`src/rtl/pwm_multi_timer_pkg.sv`:
```
// Shared types and constants for the multi-channel PWM timer.
package pwm_multi_timer_pkg;

  typedef enum logic {
    IDLE = 1'b0,
    RUN  = 1'b1
  } state_t;

  localparam logic MODE_PERIODIC = 1'b0;
  localparam logic MODE_ONESHOT  = 1'b1;

endpackage

```
`src/rtl/pwm_multi_timer_if.sv`:
```
// Control/status bundle between the register interface and the PWM timer.
interface pwm_multi_timer_if #(
  parameter int BITS       = 8,
  parameter int CHANNELS   = 2,
  parameter int PRESC_BITS = 4
);

  logic                     enable;
  logic                     mode;
  logic                     start;
  logic                     stop;
  logic                     update;
  logic [PRESC_BITS-1:0]    prescale;
  logic [BITS-1:0]          final_value;
  logic [CHANNELS*BITS-1:0] duty;
  logic [CHANNELS-1:0]      pwm_out;
  logic                     done;
  logic                     busy;
  logic [BITS-1:0]          count;

  modport master (
    output enable, mode, start, stop, update, prescale, final_value, duty,
    input  pwm_out, done, busy, count
  );

  modport slave (
    input  enable, mode, start, stop, update, prescale, final_value, duty,
    output pwm_out, done, busy, count
  );

endinterface

```
`src/rtl/pwm_compare_channel.sv`:
```
// One PWM compare output: double-buffered duty register and registered comparator.
module pwm_compare_channel #(
  parameter int BITS = 8
) (
  input  logic            clk,
  input  logic            rst_n,
  input  logic            update,
  input  logic            load,
  input  logic            run_next,
  input  logic [BITS-1:0] duty_in,
  input  logic [BITS-1:0] count_next,
  output logic            pwm
);

  logic [BITS-1:0] duty_sh;
  logic [BITS-1:0] duty_act;
  logic [BITS-1:0] duty_act_next;

  assign duty_act_next = load ? duty_sh : duty_act;

  // Compare against next-cycle values so the output lines up with the count it describes.
  always_ff @(posedge clk or negedge rst_n) begin
    if (!rst_n) begin
      duty_sh  <= '0;
      duty_act <= '0;
      pwm      <= 1'b0;
    end else begin
      if (update) duty_sh <= duty_in;
      duty_act <= duty_act_next;
      pwm      <= run_next & (count_next < duty_act_next);
    end
  end

endmodule

```
`src/rtl/pwm_multi_timer.sv`:
```
// Prescaled up-counter with run/idle control driving CHANNELS buffered PWM compare outputs.
module pwm_multi_timer
  import pwm_multi_timer_pkg::*;
#(
  parameter int BITS       = 8,
  parameter int CHANNELS   = 2,
  parameter int PRESC_BITS = 4
) (
  input logic               clk,
  input logic               rst_n,
  pwm_multi_timer_if.slave  bus
);

  state_t                state, state_nx;
  logic [PRESC_BITS-1:0] psc, psc_nx;
  logic [BITS-1:0]       count_r, count_nx;
  logic                  done_r, done_nx;
  logic                  mode_act;
  logic [BITS-1:0]       final_sh, final_act;
  logic [PRESC_BITS-1:0] presc_sh, presc_act;
  logic                  pending;
  logic                  start_go;
  logic                  tick;
  logic                  term;
  logic                  load;
  logic [CHANNELS-1:0]   pwm;

  assign start_go = bus.start & ~bus.stop;
  assign tick     = (state == RUN) & bus.enable & (psc == presc_act);
  assign term     = tick & (count_r == final_act);
  // Buffered values only reach the active set at a period boundary, so the counter never overruns final_act.
  assign load     = pending & ((state == IDLE) | start_go | term);

  always_comb begin
    state_nx = state;
    psc_nx   = psc;
    count_nx = count_r;
    done_nx  = 1'b0;
    if (bus.stop) begin
      state_nx = IDLE;
      psc_nx   = '0;
      count_nx = '0;
    end else if (bus.start) begin
      state_nx = RUN;
      psc_nx   = '0;
      count_nx = '0;
    end else if (tick) begin
      psc_nx = '0;
      if (term) begin
        count_nx = '0;
        done_nx  = 1'b1;
        if (mode_act == MODE_ONESHOT) state_nx = IDLE;
      end else begin
        count_nx = count_r + BITS'(1);
      end
    end else if ((state == RUN) && bus.enable) begin
      psc_nx = psc + PRESC_BITS'(1);
    end
  end

  always_ff @(posedge clk or negedge rst_n) begin
    if (!rst_n) begin
      state     <= IDLE;
      psc       <= '0;
      count_r   <= '0;
      done_r    <= 1'b0;
      mode_act  <= MODE_PERIODIC;
      final_sh  <= '0;
      final_act <= '0;
      presc_sh  <= '0;
      presc_act <= '0;
      pending   <= 1'b0;
    end else begin
      state   <= state_nx;
      psc     <= psc_nx;
      count_r <= count_nx;
      done_r  <= done_nx;
      if (start_go) mode_act <= bus.mode;
      if (load) begin
        final_act <= final_sh;
        presc_act <= presc_sh;
      end
      // A capture coinciding with a load keeps the new values pending for the next boundary.
      if (bus.update) begin
        final_sh <= bus.final_value;
        presc_sh <= bus.prescale;
        pending  <= 1'b1;
      end else if (load) begin
        pending <= 1'b0;
      end
    end
  end

  for (genvar i = 0; i < CHANNELS; i++) begin : g_ch
    pwm_compare_channel #(.BITS(BITS)) u_ch (
      .clk        (clk),
      .rst_n      (rst_n),
      .update     (bus.update),
      .load       (load),
      .run_next   (state_nx == RUN),
      .duty_in    (bus.duty[i*BITS +: BITS]),
      .count_next (count_nx),
      .pwm        (pwm[i])
    );
  end

  assign bus.pwm_out = pwm;
  assign bus.done    = done_r;
  assign bus.busy    = (state == RUN);
  assign bus.count   = count_r;

endmodule

```
`src/flat_wrapper.sv`:
```
// flat-port wrapper written by rule: the top's interface ports become plain ports
module pwm_multi_timer_flat import pwm_multi_timer_pkg::*;
#(
  parameter int BITS       = 8,
  parameter int CHANNELS   = 2,
  parameter int PRESC_BITS = 4
)
  (clk, rst_n, bus_enable, bus_mode, bus_start, bus_stop, bus_update, bus_prescale, bus_final_value, bus_duty, bus_pwm_out, bus_done, bus_busy, bus_count);
  pwm_multi_timer_if #(.BITS(BITS), .CHANNELS(CHANNELS), .PRESC_BITS(PRESC_BITS)) bus_i ();
  input logic clk;
  input logic rst_n;
  input wire logic [$bits(bus_i.enable)-1:0] bus_enable;
  input wire logic [$bits(bus_i.mode)-1:0] bus_mode;
  input wire logic [$bits(bus_i.start)-1:0] bus_start;
  input wire logic [$bits(bus_i.stop)-1:0] bus_stop;
  input wire logic [$bits(bus_i.update)-1:0] bus_update;
  input wire logic [$bits(bus_i.prescale)-1:0] bus_prescale;
  input wire logic [$bits(bus_i.final_value)-1:0] bus_final_value;
  input wire logic [$bits(bus_i.duty)-1:0] bus_duty;
  output wire logic [$bits(bus_i.pwm_out)-1:0] bus_pwm_out;
  output wire logic [$bits(bus_i.done)-1:0] bus_done;
  output wire logic [$bits(bus_i.busy)-1:0] bus_busy;
  output wire logic [$bits(bus_i.count)-1:0] bus_count;
  assign bus_i.enable = bus_enable;
  assign bus_i.mode = bus_mode;
  assign bus_i.start = bus_start;
  assign bus_i.stop = bus_stop;
  assign bus_i.update = bus_update;
  assign bus_i.prescale = bus_prescale;
  assign bus_i.final_value = bus_final_value;
  assign bus_i.duty = bus_duty;
  assign bus_pwm_out = bus_i.pwm_out;
  assign bus_done = bus_i.done;
  assign bus_busy = bus_i.busy;
  assign bus_count = bus_i.count;
  pwm_multi_timer #(.BITS(BITS), .CHANNELS(CHANNELS), .PRESC_BITS(PRESC_BITS)) u_core (.clk(clk), .rst_n(rst_n), .bus(bus_i));
endmodule
```
`config.mk`:
```
export PLATFORM = sky130hd
export DESIGN_NAME = pwm_multi_timer_flat
export DESIGN_NICKNAME = d
export VERILOG_FILES = /design/src/rtl/pwm_multi_timer_pkg.sv /design/src/rtl/pwm_multi_timer_if.sv /design/src/rtl/pwm_compare_channel.sv /design/src/rtl/pwm_multi_timer.sv /design/src/flat_wrapper.sv
export SDC_FILE = /design/constraint.sdc
export NUM_CORES = 1
export LEC_CHECK = 0
export CAP_MARGIN = 25
export CORE_AREA = 2 2 91 93
export DETAILED_ROUTE_END_ITERATION = 12
export DIE_AREA = 0 0 93 95
export MAX_ROUTING_LAYER = met4
export PLACE_DENSITY_LB_ADDON = 0.15
export SYNTH_ARGS = -nofsm -noshare
export SYNTH_HDL_FRONTEND = slang
export SYNTH_SLANG_ARGS = --single-unit
```
`constraint.sdc`:
```
create_clock -name clk -period 3.1 [get_ports clk]
set_clock_uncertainty 0.15 [all_clocks]
set_input_delay 0.62 -clock clk [delete_from_list [all_inputs] [get_ports clk]]
set_output_delay 0.62 -clock clk [all_outputs]
set_load 0.02 [all_outputs]
```
# After elaboration in Yosys (flattened, before gate mapping)
# Cells that the tools add are included.
[word_totals]
ff_bits = 74
in_bits = 35
out_inout_bits = 12
word_cells = 57
[op_classes]
addsub = 2
magnitude_cmp = 2
eq_ne = 2
n_mux = 21
bitwise = 11
reduce_logical = 3
[ops]
columns = ["op", "count"]
rows = [
  ["two-way mux 8 bit", 6],
  ["less-than comparator 8 bit", 2],
  ["two-way mux 4 bit", 4],
  ["two-way mux 1 bit", 11],
  ["adder 8 x 1 -> 8 bit (second input constant)", 1],
  ["equality test 8 bit", 1],
  ["bitwise AND 1 bit", 7],
  ["adder 4 x 1 -> 4 bit (second input constant)", 1],
  ["equality test 4 bit", 1],
  ["nonzero test 4 bit", 1],
  ["inverter 1 bit", 2],
  ["OR 1 bit", 2],
  ["nonzero test 2 bit", 1],
  ["logical AND 1 bit", 1],
]

# Logic depth before layout (Yosys ltp)
# Gate-level depths: netlist of run 1.
[logic_depth]
word_depth = 9
ltp_mapped = 13
depth_no_buf = 11

# Cells and area by module
# Synthesis of run 1 repeated with hierarchy kept, for this count alone.
[hier_totals]
cells_unflattened = 277
area_unflattened_um2 = 3487.1
[by_module_without_submodules]
columns = ["mod", "instances", "cells_each", "area_each_um2", "seq_area_each_um2"]
rows = [
  ["pwm_multi_timer", 1, 155, 1884.3, 1001.0],
  ["pwm_compare_channel (u_core.g_ch[1].u_ch)", 1, 61, 803.3, 425.4],
  ["pwm_compare_channel (u_core.g_ch[0].u_ch)", 1, 61, 799.5, 425.4],
]

# Least setup slack after synthesis of run 1
# OpenSTA, ideal clock, no wires.
[synth_timing]
path_type = "input to register"
from = "input bus_enable"
to = "register u_core.g_ch[1].u_ch.pwm"
setup_time_ps = 94
t_arrival_ps = 2929
required_ps = 2856
path_slack_ps = -73
cell_stages = 12
n_path_buf = 1
cell_sequence = "nand2_1 or2_2 clkbuf_1 nor4_1 xnor2_1 nor3_1 ha_1 and3_1 a221o_1 a21oi_1 a21oi_1 a211oi_1"
[synth_via]
elab_chain_len = 9
word_cells_on_any_way = 16
classes_between = "1 x order compare; 9 x mux; 6 x bitwise"
[synth_lines]
columns = ["item", "line_no", "text"]
rows = [
  ["start, declared", "flat_wrapper.sv:12", "input wire logic [$bits(bus_i.enable)-1:0] bus_enable;"],
  ["bitwise AND 1 bit * (2 in a row)", "pwm_multi_timer.sv:29", "assign tick = (state == RUN) & bus.enable & (psc == presc_act);"],
  ["bitwise AND 1 bit", "pwm_multi_timer.sv:30", "assign term = tick & (count_r == final_act);"],
  ["two-way mux 8 bit", "pwm_multi_timer.sv:49", "if (term) begin"],
  ["two-way mux 8 bit *", "pwm_multi_timer.sv:47", "end else if (tick) begin"],
  ["two-way mux 8 bit *", "pwm_multi_timer.sv:43", "end else if (bus.start) begin"],
  ["two-way mux 8 bit *", "pwm_multi_timer.sv:39", "if (bus.stop) begin"],
  ["net u_core.count_nx[7]", "pwm_multi_timer.sv:16", "logic [BITS-1:0] count_r, count_nx;"],
  ["less-than comparator 8 bit *", "pwm_compare_channel.sv:30", "pwm <= run_next & (count_next < duty_act_next);"],
  ["bitwise AND 1 bit *", "pwm_compare_channel.sv:30", ""],
  ["end signal, assigned", "pwm_compare_channel.sv:30", ""],
  ["end, declared", "pwm_compare_channel.sv:12", "output logic pwm"],
]
# Mark *: on every way through the listed nets, which the timed path passes. The rest lies on a longest branch.
# A chain may end at the register's enable or synchronous reset.

# Final worst setup path of run 1
[layout_timing]
from = "register u_core.final_act[5]"
to = "register u_core.g_ch[0].u_ch.pwm"
[layout_via]
elab_chain_len = 8
word_cells_on_any_way = 15
classes_between = "1 x order compare; 1 x eq/ne; 9 x mux; 4 x bitwise"
[layout_lines]
columns = ["item", "line_no", "text"]
rows = [
  ["start, declared", "pwm_multi_timer.sv:19", "logic [BITS-1:0] final_sh, final_act;"],
  ["start signal, assigned", "pwm_multi_timer.sv:80", "final_act <= final_sh;"],
  ["equality test 8 bit *", "pwm_multi_timer.sv:30", ""],
  ["bitwise AND 1 bit *", "pwm_multi_timer.sv:30", ""],
  ["two-way mux 8 bit", "pwm_multi_timer.sv:49", ""],
  ["two-way mux 8 bit", "pwm_multi_timer.sv:47", ""],
  ["two-way mux 8 bit", "pwm_multi_timer.sv:43", ""],
  ["two-way mux 8 bit", "pwm_multi_timer.sv:39", ""],
  ["less-than comparator 8 bit", "pwm_compare_channel.sv:30", ""],
  ["bitwise AND 1 bit *", "pwm_compare_channel.sv:30", ""],
  ["end signal, assigned", "pwm_compare_channel.sv:30", ""],
  ["end, declared", "pwm_compare_channel.sv:12", ""],
]
# Every way passes the cells marked *; elsewhere a longest branch is shown, timed or not.

==> flow_metrics.py, run 1 <==
metrics = {
    "die": {
        "die_y_um": 95,
        "die_area_um2": 8840,
        "start_util_pct": 48.0,
        "coreArea_um2": 7930,
        "rows": 33,
        "die_w_um": 93,
        "ios": 47,
    },
    "yosys": {
        "synth-seq-cells": 74,
        "synth_flop_cell": "dfrtp_1",
        "async_reset_ff_share_pct": 100,
        "synth-seq-area-share_pct": 48.7,
        "synthDistinctLibCells": 44,
        "synthesis.area_um2": 3800,
        "synth-edff-count": 0,
        "avgSynthCellArea_um2": 13.0,
        "yosysTopAreaCell": "dfrtp_1",
        "syn_nets": 344,
        "synth.top_cell.area_share_pct": 48.7,
        "ys.warnings.count": 0,
        "synth_area_leaders": "dfrtp_1 (49%), mux2_4 (10%), mux2_2 (8.6%), ha_1 (5.3%), mux2i_1 (3.7%)",
        "netlist_instances": 293,
    },
    "clocking": {
        "path_clk_slew_ns": 0.08,
        "clock-sinks": 74,
        "cts-root-buf": "clkbuf_8",
        "clk_path_buf_depth": 2,
        "htreeDepth": 3,
        "cts_tree": "yes",
        "cts_buffers": 9,
        "clkLatencyLatePin_ns": 0.35,
    },
    "timing": {
        "max_slew_margin_pct": 73.0,
        "period_share_pct": 99.2,
        "fmax_mhz": 325,
        "rsz0062_at_grt": "true",
        "fin_crit_ns": 3.07,
        "setup_viol_count_final": 0,
        "hold_viol_final": 0,
        "drv_slew": 0,
        "hold_slack_ns": 0.112,
        "layout_setup_ws_ns": 0.0262,
        "tightest_slew_ns": 0.405,
    },
    "power": {
        "power_density_nw_per_um2": 492,
        "p_total_mw": 2.60,
        "power_leakage_nw": 2.43,
        "ir_drop_mv": 0.262,
    },
    "global_route": {
        "grt_pass1_wl_um": 13300,
        "grt-ovfl-total": 0,
        "grtUsageTotal_pct": 20.2,
        "grt_max_degree": 75,
        "grt_pass1_vias": 2657,
        "antenna_found_initial": 0,
    },
    "routing": {
        "firstDrtPassIters": 4,
        "drtAntennaViolNets": 0,
        "wl_per_cell_um": 15.7,
        "via_per_inst": 5.25,
        "vias": 2690,
        "remaining_drc_errors": 0,
        "wl_um": 8050,
        "drt-initial-drc-count": 122,
    },
    "layout": {
        "regArea_um2": 1850,
        "syn2layout_area_growth_pct": 38.7,
        "diodes": 0,
        "multi_input_area_um2": 2040,
        "nets": 453,
        "drive_above_1_share_pct": 41.5,
        "fin_cells": 512,
        "n_fill_cell": 612,
    },
    "worst_setup_path": {
        "startpoint_type": "flip-flop",
        "arrival_ns": 3.18,
        "crit_path_end_kind": "flip-flop",
        "worstSetupPathType": "flip-flop to flip-flop",
        "crit_path_max_fanout": 7,
        "crit_required_ns": 3.21,
    },
    "place": {
        "dp_hpwl_um": 5700,
        "gp_congestion": 0.922,
        "io_buffers": 46,
        "dp_cells": 486,
        "dp_slack_ns": -0.660,
    },
    "job": {
        "drv_cap": 0,
    },
    "status": {
        "outcome": "finished clean",
    },
    "min_path": {
        "hp-class": "input port to async pin",
    },
}
-- cell families after synthesis --
kind of cell / share of synthesized area, %
flops: 48.7
mux: 22.5
simple gates: 8.88
compound gates: 7.43
xor+xnor: 4.37
buf+inv: 2.86
fa+ha+maj: 5.26
-- layout by cell type (no fill, tap or decap), types with 3 or more instances in the layout --
cell type        instances
ha_1                    14
xnor2_1                  6
buf_4                   61
dfrtp_1                 73
mux2_4                  26
inv_1                    5
a21oi_1                  9
a211oi_1                 4
nand3_1                  7
nor3_1                   7
mux2i_2                  4
clkbuf_8                10
nor4_4                   4
nand2_1                  6
nor2_1                   6
mux2i_1                  8
nand4_1                  6
a21o_1                   3
mux2_2                  29
xor2_1                  11
clkdlybuf4s50_1         43
a21boi_0                 4
-- routing by layer --
metal | wire, um | vias to the layer above | global-route usage [%]
met4 | 133 | 0 | 6.50
met3 | 340 | 12 | 4.47
met2 | 3770 | 65 | 29.8
li1 | - | 1291 | -
met5 | 0 | - | -
met1 | 3800 | 1322 | 27.9
-- repair_timing --
action / CTS / global route
pin swaps: 19 / 8
resized for setup: 22 / 17
gates cloned: 1 / 0
endpoints found under the setup margin: 2 / 2
setup buffers: 6 / 2
hold buffers: 0 / 0
-- Yosys cell counts (2+ instances only) --
cell type,instances
a21oi_1,10
xnor2_1,6
nand3_1,8
buf_6,4
inv_1,5
nand2_1,8
clkbuf_1,6
a211oi_1,4
and4_1,2
a21o_1,3
mux2_2,29
nor4_4,2
a311oi_1,2
a31oi_1,2
o21ai_0,2
nor4_1,2
ha_1,16
a21boi_0,4
nor2_1,8
nor3_1,10
xor2_1,13
mux2_4,26
mux2i_1,14
nand4_1,6
nand2b_1,3
and3_1,2
or2_2,2
dfrtp_1,74
buf_4,3
o21a_1,2
a32oi_1,2
-- final timing paths --
path | slack [ns] | to | start | depth (start not counted)
worst max-delay path | 0.03 | u_core.g_ch[0].u_ch.pwm$_DFF_PN0_ | u_core.final_act[5]$_DFFE_PN0N_ | 12
worst min-delay path | 0.11 | u_core.g_ch[0].u_ch.duty_sh[1]$_DFFE_PN0P_ | rst_n | 2
worst max register to register | 0.03 | u_core.g_ch[0].u_ch.pwm$_DFF_PN0_ | u_core.final_act[5]$_DFFE_PN0N_ | 12
worst min register to register | 0.35 | u_core.presc_act[2]$_DFFE_PN0N_ | u_core.presc_sh[2]$_DFFE_PN0P_ | 1
max in group asynchronous | 2.35 | u_core.bus.count[0]$_DFF_PN0_ | rst_n | 2
min in group clk | 0.35 | u_core.presc_act[2]$_DFFE_PN0N_ | u_core.presc_sh[2]$_DFFE_PN0P_ | 1
-- worst max-delay path, stage by stage, from the launching register on --
cell	delay, ns
dfrtp_1	0.39
xor2_1	0.19
nor4_4	0.37
a41o_2	0.29
nand2_4	0.09
buf_12	0.17
mux2i_2	0.21
ha_1	0.26
and4_1	0.21
a21o_1	0.21
a211oi_1	0.22
a21oi_1	0.06
a211oi_1	0.16
-- final cells by class --
class | count | area share, %
Multi-Input combinational cell | 201 | 38.7
Inverter | 5 | 0.356
Sequential cell | 74 | 35.1
Timing Repair Buffer | 111 | 19.1
Clock buffer | 10 | 2.61
Tap cell | 105 | 2.49
Clock inverter | 6 | 1.68
-- where the power goes --
group | switching, mW | internal (mW) | total [mW] | leakage (nW)
Combinational | 0.234 | 0.350 | 0.584 | 1.42
Clock | 0.370 | 0.476 | 0.846 | 0.109
Sequential | 0.0853 | 1.08 | 1.17 | 0.896
-- registers in the layout (all words and copies together), names as in the netlist --
signal,flops
u_core.bus.done,1
u_core.g_ch.u_ch.pwm,2
u_core.final_sh,8
u_core.presc_act,4
u_core.presc_sh,4
u_core.psc,4
u_core.final_act,8
u_core.bus.busy,1
u_core.g_ch.u_ch.duty_act,16
u_core.bus.count,8
u_core.g_ch.u_ch.duty_sh,16
u_core.mode_act,1
u_core.pending,1
-- per-stage QoR --
step	utilization, %	setup TNS [ns]	instance area, um2
floorplan	-	-0.00627	3820
global placement	59.8	-0.983	4740
detailed placement	59.8	-1.27	4740
CTS	64.8	-0.0616	5140
global route	66.6	-0.172	5280
finish	66.6	0	5280
No activity file was read; power rests on OpenSTA's default activity.
==> run 2, diff against run 1 <==
--- a/config.mk
+++ b/config.mk
@@ -10,7 +10,7 @@
 export DETAILED_ROUTE_END_ITERATION = 12
 export DIE_AREA = 0 0 93 95
 export MAX_ROUTING_LAYER = met4
-export PLACE_DENSITY_LB_ADDON = 0.15
+export PLACE_DENSITY = 0.73
 export SYNTH_ARGS = -nofsm -noshare
 export SYNTH_HDL_FRONTEND = slang
 export SYNTH_SLANG_ARGS = --single-unit
==> run 2 against run 1 <==
  * The flow now finishes with violations (negative setup slack)
  * Die area unchanged
  * Utilization decreased by 0.43 points
  * Clock-buffer cell count decreased by 1
  * Clock power decreased by 13%
  * First-iteration DRC count increased by 79%
  * Via count increased by 2.1%
  * Critical endpoint is now u_core.g_ch[1].u_ch.pwm$_DFF_PN0_
  * Largest cell class unchanged
==> flow_metrics.py, run 2 (synthesis gave the netlist of run 1 again) <==
metrics = {
    "status": {
        "outcome": "complete, but fails checks",
        "violations": "negative setup slack",
    },
    "layout": {
        "multi_input_area_um2": 2030,
        "syn2layout_area_growth_pct": 37.8,
        "final_cell_mix": "dfrtp_1 (73), buf_4 (66), clkdlybuf4s50_1 (44)",
        "nets": 458,
        "postLayoutCellArea_um2": 5250,
        "n_fill_cell": 604,
        "layout_commonest_cell": "dfrtp_1",
        "drive_above_1_share_pct": 42.7,
        "fin_cells": 517,
        "top_regs": "u_core.g_ch.u_ch.duty_act (16), u_core.g_ch.u_ch.duty_sh (16)",
        "regArea_um2": 1850,
        "diodes": 0,
    },
    "timing": {
        "drv_slew": 0,
        "hold_slack_ns": 0.137,
        "rsz0062_at_grt": "true",
        "tightest_slew_ns": 0.641,
        "layout_setup_ws_ns": -0.0501,
        "tns_ns": -0.0501,
        "fin_crit_ns": 3.15,
        "period_share_pct": 102,
        "hold_viol_final": 0,
        "max_slew_margin_pct": 57.3,
        "setup_viol_count_final": 1,
        "fmax_mhz": 317,
    },
    "job": {
        "drv_cap": 0,
    },
    "place": {
        "io_buffers": 46,
        "dp_hpwl_um": 6030,
        "dp_cells": 489,
        "placed_area_um2": 4760,
        "gp_congestion": 0.933,
    },
    "routing": {
        "via_per_inst": 5.31,
        "wl_per_cell_um": 16.6,
        "drtAntennaViolNets": 0,
        "drt-initial-drc-count": 218,
        "remaining_drc_errors": 0,
        "vias": 2747,
        "firstDrtPassIters": 4,
        "wl_um": 8570,
    },
    "die": {
        "ios": 47,
        "die_w_um": 93,
        "start_util_pct": 48.0,
        "coreArea_um2": 7930,
        "rows": 33,
        "die_area_um2": 8840,
        "die_y_um": 95,
    },
    "power": {
        "p_sw_mw": 0.692,
        "power_density_nw_per_um2": 475,
        "p_seq_share_pct": 47.0,
        "comb_power_share_pct": 23.4,
        "internal_power_mw": 1.80,
        "power_leakage_nw": 2.42,
        "clkPwrFrac_pct": 29.6,
        "ir_drop_mv": 0.344,
        "swShare_pct": 27.8,
    },
    "clocking": {
        "cts_buffers": 9,
        "path_clk_slew_ns": 0.08,
        "cts_tree": "yes",
        "clkLatencyLatePin_ns": 0.35,
        "clk_path_buf_depth": 2,
        "cts-root-buf": "clkbuf_8",
        "htreeDepth": 3,
        "clock-sinks": 74,
        "ctsHoldBuffers": 0,
    },
    "global_route": {
        "grtUsageTotal_pct": 20.9,
        "grt-ovfl-total": 0,
        "grt_pass1_vias": 2787,
        "grt_max_degree": 30,
        "grt_pass1_wl_um": 13700,
        "antenna_found_initial": 0,
    },
    "worst_setup_path": {
        "crit_path_max_fanout": 7,
        "crit_required_ns": 3.20,
        "worstSetupPathType": "input port to flip-flop",
        "startpoint_type": "input port",
        "arrival_ns": 3.25,
        "crit_path_end_kind": "flip-flop",
    },
    "min_path": {
        "hp-class": "input port to async pin",
    },
}
## run 2: repair_timing
item	4_1_cts	5_1_grt
endpoints found under the setup margin	2	2
pin swaps	11	10
buffers inserted	7	4
gates resized for setup	22	16
cloned	1	0
## run 2: final cells by class
type	count	share of cell area, %
Inverter	5	0.358
Timing Repair Buffer	116	19.4
Sequential cell	74	35.3
Tap cell	105	2.50
Clock buffer	9	2.36
Clock inverter	7	1.34
Multi-Input combinational cell	201	38.7
## run 2: power by group through the flow
stage               Sequential, mW  Combinational [mW]  Clock [mW]
floorplan                     1.16               0.344           0
global placement              1.18               0.502           0
detailed placement            1.18               0.520           0
CTS                           1.17               0.550       0.753
global route                  1.19               0.630       0.798
finish                        1.17               0.582       0.737
## run 2: path summary, 6_finish.rpt
kind,start,endpoint,slack (ns),cells after the start
worst min-delay path,rst_n,u_core.presc_sh[2]$_DFFE_PN0P_,0.14,1
worst max register to register,u_core.final_act[6]$_DFFE_PN0N_,u_core.g_ch[1].u_ch.pwm$_DFF_PN0_,-0.02,13
min in group clk,u_core.final_sh[0]$_DFFE_PN0P_,u_core.final_act[0]$_DFFE_PN0N_,0.36,1
worst min register to register,u_core.final_sh[0]$_DFFE_PN0P_,u_core.final_act[0]$_DFFE_PN0N_,0.36,1
worst max-delay path,bus_stop,u_core.g_ch[1].u_ch.pwm$_DFF_PN0_,-0.05,13
max in group asynchronous,rst_n,u_core.g_ch[0].u_ch.duty_act[5]$_DFF_PN0_,1.86,2
## run 2: layer usage
layer | vias up | part of all wire, % | global-route usage [%]
li1 | 1315 | - | -
met2 | 66 | 49 | 32.7
met3 | 20 | 3.9 | 4.07
met4 | 0 | 2.3 | 6.62
met1 | 1346 | 45 | 27.7
met5 | - | 0 | -
## run 2: metrics by stage
step / power [mW] / worst slack (ns) / utilization [%]
floorplan: 1.50 / -0.00627 / -
global placement: 1.68 / -0.567 / 60.1
finish: 2.49 / -0.0501 / 66.2
detailed placement: 1.70 / -0.603 / 60.1
global route: 2.61 / -0.112 / 66.2
CTS: 2.47 / -0.0318 / 64.7
## run 2: critical path, cell delays in order
cell and delay (ns):
clkdlybuf4s50_1 0.49, nand2b_4 0.14, nand2_2 0.06, a41o_2 0.26
nand2_4 0.11, buf_12 0.15, mux2i_1 0.20, ha_1 0.27
and3_4 0.19, a221o_1 0.38, a21oi_2 0.14, a21oi_1 0.05
a211oi_1 0.18
==> run 3, diff against run 2 <==
--- a/config.mk
+++ b/config.mk
@@ -6,11 +6,13 @@
 export NUM_CORES = 1
 export LEC_CHECK = 0
 export CAP_MARGIN = 25
-export CORE_AREA = 2 2 91 93
+export CORE_AREA = 2 2 84 86
+export CTS_BUF_LIST = sky130_fd_sc_hd__clkbuf_8
 export DETAILED_ROUTE_END_ITERATION = 12
-export DIE_AREA = 0 0 93 95
+export DIE_AREA = 0 0 86 88
+export DONT_BUFFER_PORTS = 1
 export MAX_ROUTING_LAYER = met4
-export PLACE_DENSITY = 0.73
+export PLACE_DENSITY = 0.75
 export SYNTH_ARGS = -nofsm -noshare
 export SYNTH_HDL_FRONTEND = slang
 export SYNTH_SLANG_ARGS = --single-unit
==> run 3 against run 2 <==
  * The run still ends with negative setup slack left
  * Sequential share of layout area is 5.3 points higher
  * Clock-buffer cell count stayed put
  * Sequential cell count stayed put
  * Highest routed layer unchanged
==> flow_metrics.py, run 3 (synthesis gave the netlist of run 1 again) <==
metrics = {
    "place": {
        "dp_hpwl_um": 5650,
        "gp_congestion": 0.902,
        "io_buffers": 0,
        "placed_area_um2": 4140,
        "dp_slack_ns": -0.181,
        "dp_cells": 402,
    },
    "worst_setup_path": {
        "crit_path_max_fanout": 13,
        "worstSetupPathType": "flip-flop to flip-flop",
        "crit_path_end_kind": "flip-flop",
        "arrival_ns": 3.22,
        "startpoint_type": "flip-flop",
        "crit_required_ns": 3.21,
    },
    "layout": {
        "syn2layout_area_growth_pct": 19.9,
        "diodes": 0,
        "layout_commonest_cell": "dfrtp_1",
        "n_fill_cell": 466,
        "drive_above_1_share_pct": 42.2,
        "top_regs": "u_core.g_ch.u_ch.duty_act (16), u_core.g_ch.u_ch.duty_sh (16)",
        "final_cell_mix": "dfrtp_1 (73), buf_4 (48), mux2_2 (29)",
        "fin_cells": 426,
        "final_util_pct": 68.7,
        "postLayoutCellArea_um2": 4560,
        "nets": 392,
    },
    "clocking": {
        "clk_path_buf_depth": 2,
        "clkLatencyLatePin_ns": 0.36,
        "path_clk_slew_ns": 0.08,
        "htreeDepth": 3,
        "cts_buffers": 9,
        "cts_tree": "yes",
        "cts-root-buf": "clkbuf_8",
        "clock-sinks": 74,
    },
    "status": {
        "outcome": "complete, but fails checks",
        "violations": "negative setup slack",
    },
    "timing": {
        "layout_setup_ws_ns": -0.00683,
        "tightest_slew_ns": 0.469,
        "fmax_mhz": 322,
        "tns_ns": -0.00683,
        "drv_slew": 0,
        "hold_slack_ns": 0.00398,
        "hold_viol_final": 0,
        "period_share_pct": 100,
        "rsz0062_at_grt": "true",
        "max_slew_margin_pct": 68.5,
        "fin_crit_ns": 3.11,
        "setup_viol_count_final": 1,
    },
    "routing": {
        "remaining_drc_errors": 0,
        "drt-initial-drc-count": 238,
        "via_per_inst": 5.87,
        "wl_per_cell_um": 19.3,
        "firstDrtPassIters": 4,
        "wl_um": 8210,
        "vias": 2500,
        "drtAntennaViolNets": 0,
    },
    "power": {
        "power_density_nw_per_um2": 527,
        "p_total_mw": 2.40,
        "power_leakage_nw": 2.15,
        "ir_drop_mv": 0.436,
    },
    "die": {
        "rows": 30,
        "die_area_um2": 7570,
        "ios": 47,
        "die_w_um": 86,
        "coreArea_um2": 6640,
        "start_util_pct": 57.3,
        "die_y_um": 88,
    },
    "global_route": {
        "antenna_found_initial": 0,
        "grt_pass1_vias": 2497,
        "grt_pass1_wl_um": 12800,
        "grt-ovfl-total": 0,
        "grtUsageTotal_pct": 23.2,
        "grt_max_degree": 75,
    },
    "min_path": {
        "hp-class": "input port to async pin",
    },
    "job": {
        "drv_cap": 0,
    },
}
## run 3: changes by cell type in the layout (fill, tap and decap cells not counted), sizes merged
cell,before,now
clkdlybuf4s50,44,0
inv,5,6
clkinvlp,1,2
clkinv,5,3
buf,71,50
dlygate4sd2,1,0
## run 3: power by group
group | leakage [nW] | internal (mW) | switching, mW
registers | 0.896 | 1.08 | 0.0929
clock network | 0.0966 | 0.369 | 0.361
logic | 1.16 | 0.285 | 0.209
total | 2.15 | 1.74 | 0.663
## run 3: worst paths after layout
path	from	endpoint	slack, ns	cells past startpoint
setup / recovery	u_core.final_act[5]$_DFFE_PN0N_	u_core.g_ch[1].u_ch.pwm$_DFF_PN0_	-0.007	11
hold / removal	rst_n	u_core.g_ch[1].u_ch.duty_act[0]$_DFF_PN0_	0.004	1
setup reg to reg	u_core.final_act[5]$_DFFE_PN0N_	u_core.g_ch[1].u_ch.pwm$_DFF_PN0_	-0.007	11
hold reg to reg	u_core.final_sh[6]$_DFFE_PN0P_	u_core.final_act[6]$_DFFE_PN0N_	0.36	1
max in group asynchronous	rst_n	u_core.bus.count[0]$_DFF_PN0_	2.50	1
min in group clk	bus_stop	u_core.bus.busy$_DFF_PN0_	0.18	1
## run 3: timing repair
action                                  4_1_cts  5_1_grt
buffers inserted                              2        5
resized for setup                             8       18
hold buffers                                  1        0
endpoints found under the setup margin        2        2
pin swaps                                     3        6
hold endpoints to repair                     74        0
## run 3: cell type report
type | instances | area (um2) | area share [%]
clock buffer | 9 | 124 | 2.72
tap | 80 | 100 | 2.19
multi-input combinational | 201 | 2000 | 43.7
inverter | 5 | 18.8 | 0.411
clock inverter | 7 | 71.3 | 1.56
timing repair buffer | 50 | 399 | 8.75
sequential | 74 | 1850 | 40.6
## run 3: routing by layer
metal / up-vias / wire (um) / GRT usage, %
li1: 1173 / - / -
met1: 1229 / 3610 / 31.6
met2: 85 / 3900 / 33.5
met3: 13 / 521 / 7.35
met4: 0 / 174 / 6.64
met5: - / 0 / -
## run 3: critical path, cell delays in order (launching register included)
cell	delay [ns]
dfrtp_1	0.41
xor2_1	0.19
nor4_4	0.36
a41o_2	0.32
nand2_8	0.12
mux2i_2	0.19
ha_1	0.31
a21o_1	0.19
a221o_1	0.39
a21oi_2	0.13
a21oi_1	0.06
a211oi_2	0.18
